File: config.mk
export PLATFORM = sky130hd
export DESIGN_NAME = puf_eval_ctrl
export DESIGN_NICKNAME = d
export VERILOG_FILES = /design/src/rtl/puf_eval_ctrl.sv
export SDC_FILE = /design/constraint.sdc
export NUM_CORES = 1
export LEC_CHECK = 0
export CORE_UTILIZATION = 56
export DETAILED_ROUTE_END_ITERATION = 10
export GPL_ROUTABILITY_DRIVEN = 1
export PLACE_DENSITY = 0.78
export REMOVE_ABC_BUFFERS = 1
export SLEW_MARGIN = 40
export SYNTH_ARGS = -nofsm -noshare
export SYNTH_HDL_FRONTEND = slang
export SYNTH_SLANG_ARGS = --single-unit
export TNS_END_PERCENT = 30
File: constraint.sdc
create_clock -name clk -period 2.8 [get_ports clk]
set_input_delay 0.84 -clock clk [delete_from_list [all_inputs] [get_ports clk]]
set_output_delay 0.84 -clock clk [all_outputs]
set_load 0.02 [all_outputs]
File: src/rtl/puf_eval_ctrl.sv
// rtl/puf_eval_ctrl.sv - ring-oscillator PUF evaluation sequencer
// Runs 2*N_BITS clear/enable/capture cycles on the PUF core and packs pairwise count compares.
module puf_eval_ctrl #(
  parameter int CNT_BIT_SIZE = 5,
  parameter int CHAL_W       = 4,
  parameter int N_BITS       = 8,
  parameter int SETTLE_CYC   = 4,
  parameter int TIMEOUT      = 255,
  parameter int TO_W         = 8
) (
  input  logic                    clk,
  input  logic                    rst_n,
  input  logic                    i_start,
  input  logic [CHAL_W-1:0]       i_chal_base,
  output logic                    o_busy,
  output logic                    o_done,
  output logic [N_BITS-1:0]       o_response,
  output logic                    o_timeout_err,
  output logic [CHAL_W-1:0]       o_puf_sel,
  output logic                    o_puf_en,
  output logic                    o_puf_rst_n,
  input  logic                    i_puf_valid,
  input  logic [CNT_BIT_SIZE-1:0] i_puf_count
);

  localparam int KW = (N_BITS > 1) ? $clog2(N_BITS) : 1;

  typedef enum logic [2:0] {
    S_IDLE,
    S_CLR,
    S_RUN,
    S_CAPT,
    S_CMP,
    S_DONE
  } state_t;

  state_t                  state_q, state_d;
  logic [CHAL_W-1:0]       base_q, base_d;
  logic [CHAL_W-1:0]       sel_q, sel_d;
  logic [KW-1:0]           k_q, k_d;
  logic                    half_q, half_d;
  logic [TO_W-1:0]         cyc_q, cyc_d;
  logic                    zero_q, zero_d;
  logic [CNT_BIT_SIZE-1:0] cnt_a_q, cnt_a_d;
  logic [CNT_BIT_SIZE-1:0] cnt_b_q, cnt_b_d;
  logic [N_BITS-1:0]       shadow_q, shadow_d;
  logic [N_BITS-1:0]       resp_q, resp_d;
  logic                    err_q, err_d;
  logic                    busy_q, busy_d;
  logic                    done_q, done_d;
  logic                    en_q, en_d;
  logic                    prst_n_q, prst_n_d;
  logic [CNT_BIT_SIZE-1:0] cap_cnt;

  // A timed-out evaluation contributes a zero count to its pair.
  assign cap_cnt = zero_q ? '0 : i_puf_count;

  always_comb begin
    state_d  = state_q;
    base_d   = base_q;
    sel_d    = sel_q;
    k_d      = k_q;
    half_d   = half_q;
    cyc_d    = cyc_q;
    zero_d   = zero_q;
    cnt_a_d  = cnt_a_q;
    cnt_b_d  = cnt_b_q;
    shadow_d = shadow_q;
    resp_d   = resp_q;
    err_d    = err_q;

    case (state_q)
      S_IDLE: begin
        if (i_start) begin
          base_d   = i_chal_base;
          err_d    = 1'b0;
          k_d      = '0;
          half_d   = 1'b0;
          cyc_d    = '0;
          shadow_d = '0;
          state_d  = S_CLR;
        end
      end
      S_CLR: begin
        if (cyc_q == TO_W'(SETTLE_CYC - 1)) begin
          cyc_d   = '0;
          state_d = S_RUN;
        end else begin
          cyc_d = cyc_q + 1'b1;
        end
      end
      S_RUN: begin
        if (i_puf_valid) begin
          zero_d  = 1'b0;
          state_d = S_CAPT;
        end else if (cyc_q == TO_W'(TIMEOUT - 1)) begin
          zero_d  = 1'b1;
          err_d   = 1'b1;
          state_d = S_CAPT;
        end else begin
          cyc_d = cyc_q + 1'b1;
        end
      end
      S_CAPT: begin
        if (!half_q) begin
          cnt_a_d = cap_cnt;
          half_d  = 1'b1;
          cyc_d   = '0;
          state_d = S_CLR;
        end else begin
          cnt_b_d = cap_cnt;
          state_d = S_CMP;
        end
      end
      S_CMP: begin
        shadow_d[k_q] = (cnt_a_q > cnt_b_q);
        if (k_q == KW'(N_BITS - 1)) begin
          resp_d  = shadow_d;
          state_d = S_DONE;
        end else begin
          k_d     = k_q + 1'b1;
          half_d  = 1'b0;
          cyc_d   = '0;
          state_d = S_CLR;
        end
      end
      S_DONE: begin
        state_d = S_IDLE;
      end
      default: begin
        state_d = S_IDLE;
      end
    endcase

    // {k, half} is 2k+half, so this walks base, base+1, ... modulo 2^CHAL_W.
    if (state_d == S_CLR) begin
      sel_d = base_d + CHAL_W'({k_d, half_d});
    end

    busy_d   = (state_d != S_IDLE);
    done_d   = (state_d == S_DONE);
    en_d     = (state_d == S_RUN);
    prst_n_d = (state_d != S_IDLE) && (state_d != S_CLR);
  end

  always_ff @(posedge clk) begin
    if (!rst_n) begin
      state_q  <= S_IDLE;
      base_q   <= '0;
      sel_q    <= '0;
      k_q      <= '0;
      half_q   <= 1'b0;
      cyc_q    <= '0;
      zero_q   <= 1'b0;
      cnt_a_q  <= '0;
      cnt_b_q  <= '0;
      shadow_q <= '0;
      resp_q   <= '0;
      err_q    <= 1'b0;
      busy_q   <= 1'b0;
      done_q   <= 1'b0;
      en_q     <= 1'b0;
      prst_n_q <= 1'b0;
    end else begin
      state_q  <= state_d;
      base_q   <= base_d;
      sel_q    <= sel_d;
      k_q      <= k_d;
      half_q   <= half_d;
      cyc_q    <= cyc_d;
      zero_q   <= zero_d;
      cnt_a_q  <= cnt_a_d;
      cnt_b_q  <= cnt_b_d;
      shadow_q <= shadow_d;
      resp_q   <= resp_d;
      err_q    <= err_d;
      busy_q   <= busy_d;
      done_q   <= done_d;
      en_q     <= en_d;
      prst_n_q <= prst_n_d;
    end
  end

  assign o_busy        = busy_q;
  assign o_done        = done_q;
  assign o_response    = resp_q;
  assign o_timeout_err = err_q;
  assign o_puf_sel     = sel_q;
  assign o_puf_en      = en_q;
  assign o_puf_rst_n   = prst_n_q;

endmodule

==> metrics.md <==
| Metric | Value |
|---|---|
| Final HPWL DP | `between 4000 and 5000 um` |
| Type of origin of the critical path | `register` |
| Leak pwr | `between 1 and 1.5 nW` |
| Global-route wire length before repair | `10260 um` |
| Final hold viol count | `0` |
| Mapped Area | `roughly 0.0029 sq mm` |
| Final setup viols | `0` |
| Total GRT Usage | `approximately a quarter` |
| CTS tree | `built` |
| Synth Warn # | `0` |
| Yosys top cell area share | `38.44%` |
| Crit-path max cell delay | `~0.5 ns` |
| Seq cells post-synth | `55` |
| Clk slew on worst S/H paths | `~0.090 ns` |
| Most frequent cell after synthesis | `dfxtp_1` |
| Antenna violations before repair | `0` |
| Dominant cell type by area after synthesis | `dfxtp_1` |
| Worst VDD drop | `around 0.3 mV` |
| Final net count | `408` |
| WP data arrival | `~2.7 ns` |
| Fill count | `between 300 and 400` |
| Worst-case clock buffer depth | `2` |
| Vias in the first global route | `2248` |
| Max-slew violation count | `0` |
| Routed wire length | `6096 um` |
| Post-synth EDFFs | `0` |
| CP Capture Type | `register` |
| # hold bufs at CTS | `0` |
| Die Span Y | `73.52 um` |
| Status | `complete, no violations` |
| Buf+Inv Stages, Crit Path | `0` |
| Min cycle time layout | `roughly 2.5 ns` |
| Ant diodes | `0` |
| Achievable Freq | `between 0.4 and 0.5 GHz` |
| CP delay by family, top | `compound AO/OA/AOI/OAI gates` |
| DP Worst Slack | `-0.3802 ns` |
| Top FF cell, synth | `dfxtp_1` |
| Layout cells sized above 1 | `between 10% and 20%` |
| Later-pin clock latency in the skew report | `0.30 ns` |
| MaxCap Viol Count | `0` |
| Power Total | `around 1.6 mW` |
| Chip Width | `about 74 um` |
| DRC | `0` |
| Period utilization | `88.60%` |
| Maximum fanout along the worst path | `7` |
| Worst hold path type | `reg2reg` |
| Largest net degree at the start of global routing | `19` |
| Worst setup margin | `0.3193 ns` |
| TritonRoute pass-1 iters | `4` |
| RD Place Congestion | `0.8489` |
| Root buf cell | `clkbuf_8` |
| Cells after Synth | `337` |
| H-tree level count | `2` |
| Buffers on Ports | `29` |
| Synth top area cells | `dfxtp_1, ha_1, mux2i_1` |
| Die ar. | `approximately 0.0054 sq mm` |
| Num ports | `30` |
| Slowest cell on the critical path | `dfxtp_1` |
| Post-synth top cells | `dfxtp_1, nand2_1, nor2_1` |
| Layout area overhead | `22.50%` |
| Via/cell ratio | `5.550` |
| Pwr/cell area | `approximately 460 mW/mm^2` |
| RSZ-0062 raised after global routing | `false` |
| TritonCTS Buffers | `5` |
| Clock sink count | `55` |
| Worst path required time | `approximately 3.0 ns` |
| CP cell instances | `or3b_1, nor2_1, o21ai_0, o21ai_1, ha_1, a21o_1, a21oi_2, xnor2_1, a221oi_2` |
| DR vias | `between 2000 and 3000` |
| Hold_ws | `between 0.4 and 0.5 ns` |
| Worst-margin pin slew | `around 0.76 ns` |
| Asr flop ratio synth | `0%` |
| Core ar. | `slightly below 0.005 sq mm` |
| Initial core utilization | `59.45%` |
| Rel. slew slack | `49.31%` |
| Post-Syn Area per Cell | `roughly 8.5 sq um` |
| Synth cell types | `between 50 and 60` |
| Total gr overflow | `0` |
| # rows | `25` |
| Sequential share of the synthesized area | `about two fifths` |
| Sum Neg Setup Slack | `0 ns` |
| Setup Skew | `0.005279 ns` |
| Post-DRT Antenna Nets | `0` |
| WL/cell | `13.52 um` |
| Crit Path Class | `reg2reg` |
| Initial DRC count | `roughly 120` |
logic make-up (layout without fill, tap and decap cells):
logic type	count (synthesis)	in the layout	synth area share [%]
XOR/XNOR	2	2	0.6117
adder cells (fa/ha/maj)	12	12	5.505
AO/OA/AOI/OAI	77	77	17.82
flip-flops	55	55	38.44
AND/OR/NAND/NOR	142	142	26.74
multiplexers	15	15	5.374
buffers and inverters	34	81	5.505
through the flow:
| stage | cell area (sq um) | utilization (%) | instances |
|---|---|---|---|
| floorplan | 2755 | - | 316 |
| global placement | 3324 | 69.01 | 438 |
| detailed placement | 3324 | 69.01 | 438 |
| CTS | 3495 | 72.55 | 450 |
| global route | 3508 | 72.83 | 451 |
| finish | 3508 | 72.83 | 451 |
worst paths after layout:
path,start,to,slack (ns),depth (start not counted)
hold / removal,o_response[3]$_SDFFE_PN0N_,o_response[3]$_SDFFE_PN0N_,0.45,2
setup reg to reg,state_q[2]$_SDFF_PN0_,o_puf_sel[3]$_SDFFE_PN0N_,0.32,9
setup / recovery,state_q[2]$_SDFF_PN0_,o_puf_sel[3]$_SDFFE_PN0N_,0.32,9
hold reg to reg,o_response[3]$_SDFFE_PN0N_,o_response[3]$_SDFFE_PN0N_,0.45,2
worst min-delay path, cell delays in order (launching register included):
cell	delay (ns)
dfxtp_1	0.32
nand2_1	0.05
a21oi_1	0.05
cell usage in the layout, fill, tap and decap left out, drive strengths merged, types with 2 or more instances in the layout:
master          n
clkbuf          6
buf            31
or3             2
a21o            5
o22ai           3
o31ai           6
nand2b          8
clkdlybuf4s50  28
mux2i          12
mux2            3
o21a            2
bufinv          2
o21ai          18
nor2           29
xnor2           2
nor3b           5
nor4b           2
nand4           7
a21oi          16
dfxtp          55
a31oi          12
nor3           12
a221oi          3
and2            5
o211ai          6
inv            13
nor2b          11
nand2          30
and3            3
nand3          20
o41ai           2
and3b           2
ha             11
sequential cells by signal, summed over array words and instances, names as in the netlist, 3 cells and up:
name / flops
cyc_q: 8
k_q: 3
state_q: 3
o_puf_sel: 4
o_response: 8
shadow_q: 8
cnt_a_q: 5
base_q: 4
cnt_b_q: 5
routing by layer:
| metal | vias up | share of wire, % | track usage (%) |
|---|---|---|---|
| met2 | 56 | 46 | 39.04 |
| li1 | 1296 | - | - |
| met5 | - | 0 | 0 |
| met3 | 7 | 3.9 | 4.527 |
| met4 | 0 | 1.0 | 6.624 |
| met1 | 1144 | 49 | 33.48 |
layout make-up:
class | instances | area [sq um] | share of cell area, %
multi-input cells | 248 | 1617 | 46.08
flip-flops and latches | 55 | 1101 | 31.38
repair buffers | 60 | 525.5 | 14.98
clock inverters | 2 | 60.06 | 1.712
clock buffers | 6 | 72.57 | 2.068
well taps | 67 | 83.83 | 2.389
inverters | 13 | 48.80 | 1.391
report_power, final:
part | switching [mW] | total [mW] | internal, mW | leakage [nW]
Combinational | 0.0917 | 0.189 | 0.0970 | 0.912
Clock | 0.248 | 0.605 | 0.357 | 0.0654
Sequential | 0.0122 | 0.808 | 0.796 | 0.445
what timing repair did:
action / 4_1_cts / 5_1_grt
setup buffers: 4 / 1
gates resized for setup: 2 / 2
endpoints found under the setup margin: 2 / 2
Note: power is estimated with default switching activity, not from simulation.
